--- src/rtl/router_pkg.sv ---
// Shared router definitions: writer FSM states, packet field offsets and helpers.
package router_pkg;

    localparam int unsigned OFF_SRC       = 0;
    localparam int unsigned OFF_DST       = 1;
    localparam int unsigned OFF_SIZE      = 2;
    localparam int unsigned OFF_DATA      = 3;
    localparam int unsigned HDR_TRL_WORDS = 4;
    localparam int unsigned DROP_CNT_W    = 8;
    localparam int unsigned BYTE_W        = 8;

    typedef enum logic [2:0] {
        ST_IDLE = 3'd0,
        ST_DST  = 3'd1,
        ST_SIZE = 3'd2,
        ST_DATA = 3'd3,
        ST_CRC  = 3'd4,
        ST_DROP = 3'd5,
        ST_GAP  = 3'd6
    } wr_state_e;

    // Largest payload a slot can hold: header (3 words) and crc take the rest.
    function automatic int unsigned max_data(input int unsigned width);
        return width - HDR_TRL_WORDS;
    endfunction

    // One step of the byte-wise XOR fold used as the packet check value.
    function automatic logic [BYTE_W-1:0] crc_fold(input logic [BYTE_W-1:0] acc,
                                                   input logic [BYTE_W-1:0] b);
        return acc ^ b;
    endfunction

    // Counter increment that sticks at all-ones.
    function automatic logic [DROP_CNT_W-1:0] sat_inc(input logic [DROP_CNT_W-1:0] v);
        return (v == '1) ? v : v + DROP_CNT_W'(1);
    endfunction

endpackage

--- src/rtl/pkt_fifo_writer_if.sv ---
// Byte-stream ingress and FIFO write-side signals of the packet writer.
interface pkt_fifo_writer_if #(
    parameter int unsigned UWIDTH    = 8,
    parameter int unsigned PTR_IN_SZ = 4
) ();

    logic [UWIDTH-1:0]                   in_data;
    logic                                in_valid;
    logic                                in_ready;
    logic                                wfull;
    logic [PTR_IN_SZ-1:0]                waddr_in;
    logic [UWIDTH-1:0]                   wdata;
    logic                                winc;
    logic                                pkt_ok;
    logic                                crc_err;
    logic                                size_err;
    logic [router_pkg::DROP_CNT_W-1:0]   drop_cnt;

    modport master (
        output in_data, in_valid, wfull,
        input  in_ready, waddr_in, wdata, winc, pkt_ok, crc_err, size_err, drop_cnt
    );

    modport slave (
        input  in_data, in_valid, wfull,
        output in_ready, waddr_in, wdata, winc, pkt_ok, crc_err, size_err, drop_cnt
    );

endinterface

--- src/rtl/pkt_crc_acc.sv ---
// Running XOR check accumulator; shared with the egress checker.
module pkt_crc_acc #(
    parameter int unsigned UWIDTH = 8
) (
    input  logic              clk,
    input  logic              rst,
    input  logic              clr,
    input  logic              en,
    input  logic [UWIDTH-1:0] din,
    output logic [UWIDTH-1:0] acc
);

    // clr together with en restarts the fold at din (first byte of a packet).
    always_ff @(posedge clk) begin
        if (rst) begin
            acc <= '0;
        end else if (en) begin
            acc <= (clr ? '0 : acc) ^ din;
        end else if (clr) begin
            acc <= '0;
        end
    end

endmodule

--- src/rtl/pkt_fifo_writer.sv ---
// Ingress packet assembler: parses src/dst/size/data/crc and commits good packets to the FIFO slot.
module pkt_fifo_writer
    import router_pkg::*;
#(
    parameter int unsigned UWIDTH    = 8,
    parameter int unsigned WIDTH     = 11,
    parameter int unsigned PTR_IN_SZ = 4
) (
    input logic              clk1,
    input logic              rst,
    pkt_fifo_writer_if.slave bus
);

    localparam int unsigned MAXDATA = max_data(WIDTH);
    localparam int unsigned CNT_W   = UWIDTH + 1;

    wr_state_e             state;
    logic [CNT_W-1:0]      cnt;
    logic [PTR_IN_SZ-1:0]  waddr_q;
    logic [UWIDTH-1:0]     wdata_q;
    logic [UWIDTH-1:0]     crc_acc;
    logic                  winc_q;
    logic                  pkt_ok_q;
    logic                  crc_err_q;
    logic                  size_err_q;
    logic [DROP_CNT_W-1:0] drop_cnt_q;
    logic                  in_ready_c;
    logic                  accept;
    logic                  size_ok;
    logic                  crc_clr;
    logic                  crc_en;

    // Ready depends only on state; wfull gates nothing but the start of a packet.
    always_comb begin
        in_ready_c = 1'b1;
        case (state)
            ST_IDLE: in_ready_c = ~bus.wfull;
            ST_GAP:  in_ready_c = 1'b0;
            default: ;
        endcase
    end

    assign accept  = bus.in_valid & in_ready_c;
    assign size_ok = (bus.in_data != '0) && (32'(bus.in_data) <= MAXDATA);
    assign crc_clr = accept && (state == ST_IDLE);
    assign crc_en  = accept && (state inside {ST_IDLE, ST_DST, ST_SIZE, ST_DATA});

    pkt_crc_acc #(.UWIDTH(UWIDTH)) u_crc (
        .clk (clk1),
        .rst (rst),
        .clr (crc_clr),
        .en  (crc_en),
        .din (bus.in_data),
        .acc (crc_acc)
    );

    // Packet parser FSM with registered slot writes and status pulses.
    always_ff @(posedge clk1) begin
        if (rst) begin
            state      <= ST_IDLE;
            cnt        <= '0;
            waddr_q    <= '0;
            wdata_q    <= '0;
            winc_q     <= 1'b0;
            pkt_ok_q   <= 1'b0;
            crc_err_q  <= 1'b0;
            size_err_q <= 1'b0;
            drop_cnt_q <= '0;
        end else begin
            winc_q     <= 1'b0;
            pkt_ok_q   <= 1'b0;
            crc_err_q  <= 1'b0;
            size_err_q <= 1'b0;
            if (accept) begin
                case (state)
                    ST_IDLE: begin
                        waddr_q <= PTR_IN_SZ'(OFF_SRC);
                        wdata_q <= bus.in_data;
                        state   <= ST_DST;
                    end
                    ST_DST: begin
                        waddr_q <= PTR_IN_SZ'(OFF_DST);
                        wdata_q <= bus.in_data;
                        state   <= ST_SIZE;
                    end
                    ST_SIZE: begin
                        waddr_q <= PTR_IN_SZ'(OFF_SIZE);
                        wdata_q <= bus.in_data;
                        if (size_ok) begin
                            cnt   <= CNT_W'(bus.in_data);
                            state <= ST_DATA;
                        end else begin
                            // Skip the claimed payload plus its crc byte.
                            cnt        <= CNT_W'(bus.in_data) + CNT_W'(1);
                            size_err_q <= 1'b1;
                            state      <= ST_DROP;
                        end
                    end
                    ST_DATA: begin
                        waddr_q <= waddr_q + PTR_IN_SZ'(1);
                        wdata_q <= bus.in_data;
                        cnt     <= cnt - CNT_W'(1);
                        if (cnt == CNT_W'(1)) begin
                            state <= ST_CRC;
                        end
                    end
                    ST_CRC: begin
                        waddr_q <= waddr_q + PTR_IN_SZ'(1);
                        wdata_q <= bus.in_data;
                        if (bus.in_data == crc_acc) begin
                            winc_q   <= 1'b1;
                            pkt_ok_q <= 1'b1;
                        end else begin
                            crc_err_q  <= 1'b1;
                            drop_cnt_q <= sat_inc(drop_cnt_q);
                        end
                        state <= ST_GAP;
                    end
                    ST_DROP: begin
                        cnt <= cnt - CNT_W'(1);
                        if (cnt == CNT_W'(1)) begin
                            drop_cnt_q <= sat_inc(drop_cnt_q);
                            state      <= ST_GAP;
                        end
                    end
                    default: ;
                endcase
            end else if (state == ST_GAP) begin
                state <= ST_IDLE;
            end
        end
    end

    assign bus.in_ready = in_ready_c;
    assign bus.waddr_in = waddr_q;
    assign bus.wdata    = wdata_q;
    assign bus.winc     = winc_q;
    assign bus.pkt_ok   = pkt_ok_q;
    assign bus.crc_err  = crc_err_q;
    assign bus.size_err = size_err_q;
    assign bus.drop_cnt = drop_cnt_q;

endmodule

--- src/flat_wrapper.sv ---
// flat-port wrapper written by rule: the top's interface ports become plain ports
module pkt_fifo_writer_flat import router_pkg::*;
#(
    parameter int unsigned UWIDTH    = 8,
    parameter int unsigned WIDTH     = 11,
    parameter int unsigned PTR_IN_SZ = 4
)
  (clk1, rst, bus_in_data, bus_in_valid, bus_wfull, bus_in_ready, bus_waddr_in, bus_wdata, bus_winc, bus_pkt_ok, bus_crc_err, bus_size_err, bus_drop_cnt);
  pkt_fifo_writer_if #(.UWIDTH(UWIDTH), .PTR_IN_SZ(PTR_IN_SZ)) bus_i ();
  input logic clk1;
  input logic rst;
  input wire logic [$bits(bus_i.in_data)-1:0] bus_in_data;
  input wire logic [$bits(bus_i.in_valid)-1:0] bus_in_valid;
  input wire logic [$bits(bus_i.wfull)-1:0] bus_wfull;
  output wire logic [$bits(bus_i.in_ready)-1:0] bus_in_ready;
  output wire logic [$bits(bus_i.waddr_in)-1:0] bus_waddr_in;
  output wire logic [$bits(bus_i.wdata)-1:0] bus_wdata;
  output wire logic [$bits(bus_i.winc)-1:0] bus_winc;
  output wire logic [$bits(bus_i.pkt_ok)-1:0] bus_pkt_ok;
  output wire logic [$bits(bus_i.crc_err)-1:0] bus_crc_err;
  output wire logic [$bits(bus_i.size_err)-1:0] bus_size_err;
  output wire logic [$bits(bus_i.drop_cnt)-1:0] bus_drop_cnt;
  assign bus_i.in_data = bus_in_data;
  assign bus_i.in_valid = bus_in_valid;
  assign bus_i.wfull = bus_wfull;
  assign bus_in_ready = bus_i.in_ready;
  assign bus_waddr_in = bus_i.waddr_in;
  assign bus_wdata = bus_i.wdata;
  assign bus_winc = bus_i.winc;
  assign bus_pkt_ok = bus_i.pkt_ok;
  assign bus_crc_err = bus_i.crc_err;
  assign bus_size_err = bus_i.size_err;
  assign bus_drop_cnt = bus_i.drop_cnt;
  pkt_fifo_writer #(.UWIDTH(UWIDTH), .WIDTH(WIDTH), .PTR_IN_SZ(PTR_IN_SZ)) u_core (.clk1(clk1), .rst(rst), .bus(bus_i));
endmodule
--- config.mk ---
export PLATFORM = sky130hd
export DESIGN_NAME = pkt_fifo_writer_flat
export DESIGN_NICKNAME = d
export VERILOG_FILES = /design/src/rtl/router_pkg.sv /design/src/rtl/pkt_fifo_writer_if.sv /design/src/rtl/pkt_crc_acc.sv /design/src/rtl/pkt_fifo_writer.sv /design/src/flat_wrapper.sv
export SDC_FILE = /design/constraint.sdc
export NUM_CORES = 1
export LEC_CHECK = 0
export ABC_CLOCK_PERIOD_IN_PS = 2450
export CORE_UTILIZATION = 40
export DETAILED_ROUTE_END_ITERATION = 8
export PLACE_DENSITY = 0.71
export SETUP_SLACK_MARGIN = 0.15
export SLEW_MARGIN = 20
export SYNTH_ARGS = -nofsm -noshare
export SYNTH_HDL_FRONTEND = slang
export SYNTH_SLANG_ARGS = --single-unit
--- constraint.sdc ---
create_clock -name clk1 -period 2.45 [get_ports clk1]
set_input_delay 0.3675 -clock clk1 [delete_from_list [all_inputs] [get_ports clk1]]
set_output_delay 0.3675 -clock clk1 [all_outputs]
set_load 0.02 [all_outputs]
==> summary.md <==
| Metric | Value |
|---|---|
| Core area | `6310 um2` |
| Worst path bufs/invs | `2` |
| Slew @ Worst Pin | `0.589 ns` |
| Diodes inserted | `0` |
| Sequential area share after synthesis | `32.9%` |
| Port bufs | `36` |
| Critical R2R Capture | `u_core.bus.drop_cnt[4]$_SDFFE_PP0P_` |
| Crit-path cells | `clkdlybuf4s50_1 -> nand2_1 -> o21ai_0 -> nand2_1 -> clkdlybuf4s50_1` |
| Tcrit/Tclk final | `86.2%` |
| Clock skew | `0.0114 ns` |
| # rows | `29` |
| Final nets | `about 390` |
| Initial Utilization | `41.4%` |
| R2R setup slack | `around 0.43 ns` |
| Die ar. | `6860 um2` |
| Setup Buffers After CTS | `0` |
| Final ANT Viol Nets | `0` |
| Root buf cell | `clkbuf_8` |
| Vias in the first global route | `2368` |
| Max-slew violations | `0` |
| Largest stage delay on the critical path | `0.56 ns` |
| WS Path Type | `in -> out` |
| Synth area leader | `dfxtp_1` |
| CP top delay family | `buffers and inverters` |
| CP Launch Type | `input pin` |
| Final wirelength | `6370 um` |
| Final WS setup | `0.337 ns` |
| Worst hold path startpoint | `u_core.cnt[5]$_SDFFE_PP0P_` |
| RD Place Congestion | `just over 0.8` |
| Post-synth top cells | `43 x dfxtp_1, 38 x nand2_1, 33 x a21oi_1, 33 x o21ai_0, 31 x nor2_1` |
| Syn_area_per_cell | `7.76 um2` |
| Fin. Hold Viols | `0` |
| Gr usage total | `between 15 and 20%` |
| WHS Endpoint | `u_core.cnt[5]$_SDFFE_PP0P_` |
| Clock latency at the later pin of the worst-skew pair | `around 0.30 ns` |
| Final setup fails | `0` |
| DP Worst Slack | `0.146 ns` |
| RSZ-0062 raised after global routing | `no` |
| Leakage | `1.13 nW` |
| Main flop type after synthesis | `dfxtp_1` |
| Number of DRC violations after detailed-routing iteration 0 | `106` |
| Total grt overflow | `0` |
| Vias/cell | `5.63` |
| Dominant cell by count in the synthesized netlist | `dfxtp_1` |
| Die width | `82.8 um` |
| Max-cap viol count | `0` |
| Synth area leaders | `dfxtp_1 33%, a21oi_1 6.3%, o21ai_0 6.3%, nand2_1 5.5%, nor2_1 4.5%` |
| Min Tclk post-route | `2.11 ns` |
| Setup TNS | `0 ns` |
| Largest net degree at the start of global routing | `20` |
| Wire per inst | `between 10 and 15 um` |
| Clk buf depth | `2` |
| Initial antenna violation count | `0` |
| Pwr dens | `509 nW/um2` |
| Slew HR | `roughly 61%` |
| Syn nets | `between 300 and 400` |
| Hold Path Depth | `2` |
| Setup crit start | `bus_wfull` |
| Worst Reg-to-Reg Cells | `5` |
| First-pass GRT wire length | `11000 um` |
| Fillers | `648` |
| F_max | `roughly 0.47 GHz` |
| H-Tree Depth | `2` |
| Mapped Cells | `337` |
| Worst-path maximum fanout | `5` |
| CP max-delay cell | `clkdlybuf4s50_1` |
| TritonCTS clock tree | `built` |
| Vias | `roughly 2.5k` |
| Io pins | `37` |
| Synth cell types | `55` |
| Number of buffers created by CTS | `5` |
| Status | `finished clean` |
| Critical Path End Type | `primary output` |
| DRC Markers | `0` |
| VDD IR-drop max | `~340 uV` |
| Yosys reg bits | `43` |
| Ys Warns | `0` |
| # clock sinks | `43` |
| Initial DRT Pass Iterations | `4` |
| Share of cells above drive strength 1 | `9.26%` |
| Worst r2r src | `u_core.state[2]$_SDFFE_PP0P_` |
| Layout overhead on the synthesized area | `20.4%` |
| CP required | `2.08 ns` |
| Die H | `82.8 um` |
| DP HPWL | `4530 um` |
| Number of flops mapped to enable cells by yosys | `0` |
| Post-synth top area share | `32.9%` |
| Hold Crit Class | `reg -> reg` |
| Clk pin slew, worst setup/hold paths | `0.07 ns` |
| FFs w/ async S/R, synth | `0%` |
| Arr. time, crit path | `1.75 ns` |
| Netlist Area Pre-Place | `about 2600 um2` |
[logic make-up (layout without fill, tap and decap cells)]
logic type	Yosys count	in the layout	share of synthesized area [%]
multiplexers	11	11	4.26
AO/OA/AOI/OAI	92	92	20.9
buffers and inverters	35	65	6.27
AND/OR/NAND/NOR	134	134	27.4
flip-flops	43	43	32.9
XOR/XNOR	16	16	5.36
adder cells (fa/ha/maj)	6	6	2.87
[per-layer routing]
metal / GRT usage [%] / up-vias / wire, um
met2: 32.6 / 63 / 3030
met1: 25.2 / 1180 / 2980
met4: 5.02 / 0 / 70
met5: 0 / - / 0
met3: 3.48 / 5 / 288
li1: - / 1252 / -
[registers in the layout (all words and copies together) (netlist names)]
signal               cells
u_core.bus.wdata         8
u_core.cnt               9
u_core.bus.drop_cnt      8
u_core.bus.waddr_in      4
u_core.bus.winc          1
u_core.u_crc.acc         8
u_core.bus.size_err      1
u_core.state             3
u_core.bus.crc_err       1
[cells in the final DEF (no fill, tap or decap), types with 10 or more instances in the layout]
cell              n
dfxtp_1          40
nand2_1          38
clkdlybuf4s50_1  36
a21oi_1          33
o21ai_0          32
nor2_1           31
buf_4            14
xnor2_1          12
mux2i_1          10
nand3_1          10
[metrics by stage]
stage | power [W] | instance area (um2) | cells | hold WS (ns) | utilization (%)
3_3_place_gp | 0.00106 | 3040 | 437 | 0.475 | 48.2
2_1_floorplan | 0.000973 | 2610 | 337 | 0.456 | -
6_report | 0.00160 | 3150 | 444 | 0.487 | 49.9
4_1_cts | 0.00161 | 3150 | 444 | 0.488 | 49.8
5_1_grt | 0.00168 | 3150 | 444 | 0.520 | 49.9
3_5_place_dp | 0.00107 | 3040 | 437 | 0.476 | 48.2
[where the power goes]
group	internal, W	total (W)	switching [W]
logic	0.000129	0.000294	0.000164
registers	0.000727	0.000762	0.0000346
clock network	0.000299	0.000546	0.000247
[area by class of cell]
cell class	instances	area, um2	share of cell area [%]
clock inverter	1	30.0	0.954
clock buffer	6	72.6	2.31
sequential	43	865	27.5
tap	77	96.3	3.06
inverter	8	30.0	0.954
timing repair buffer	50	465	14.8
multi-input combinational	259	1590	50.5
[how the worst max path moves through the flow]
stage                                                      to  slack, ns  cells past startpoint
after detailed placement           u_core.cnt[1]$_SDFFE_PP0P_       0.15                      6
final                                            bus_in_ready       0.34                      5
after global placement    u_core.bus.drop_cnt[3]$_SDFFE_PP0P_       0.19                      8
after CTS                                        bus_in_ready       0.20                      5
after floorplan                    u_core.cnt[1]$_SDFFE_PP0P_       0.48                      6
after global routing                             bus_in_ready       0.20                      5
[tightest hold or removal path, stage by stage, from the launching register on]
cell and delay, ns:
dfxtp_1 0.33, nand2_1 0.06, a21oi_1 0.05
[repair_timing]
item | 4_1_cts | 5_1_grt
endpoints found under the hold margin | 0 | 0
endpoints found under the setup margin | 1 | 3
hold buffers | 0 | 0
gates resized for setup | 1 | 2
cloned | 0 | 0
No activity file was read; power rests on OpenSTA's default activity.
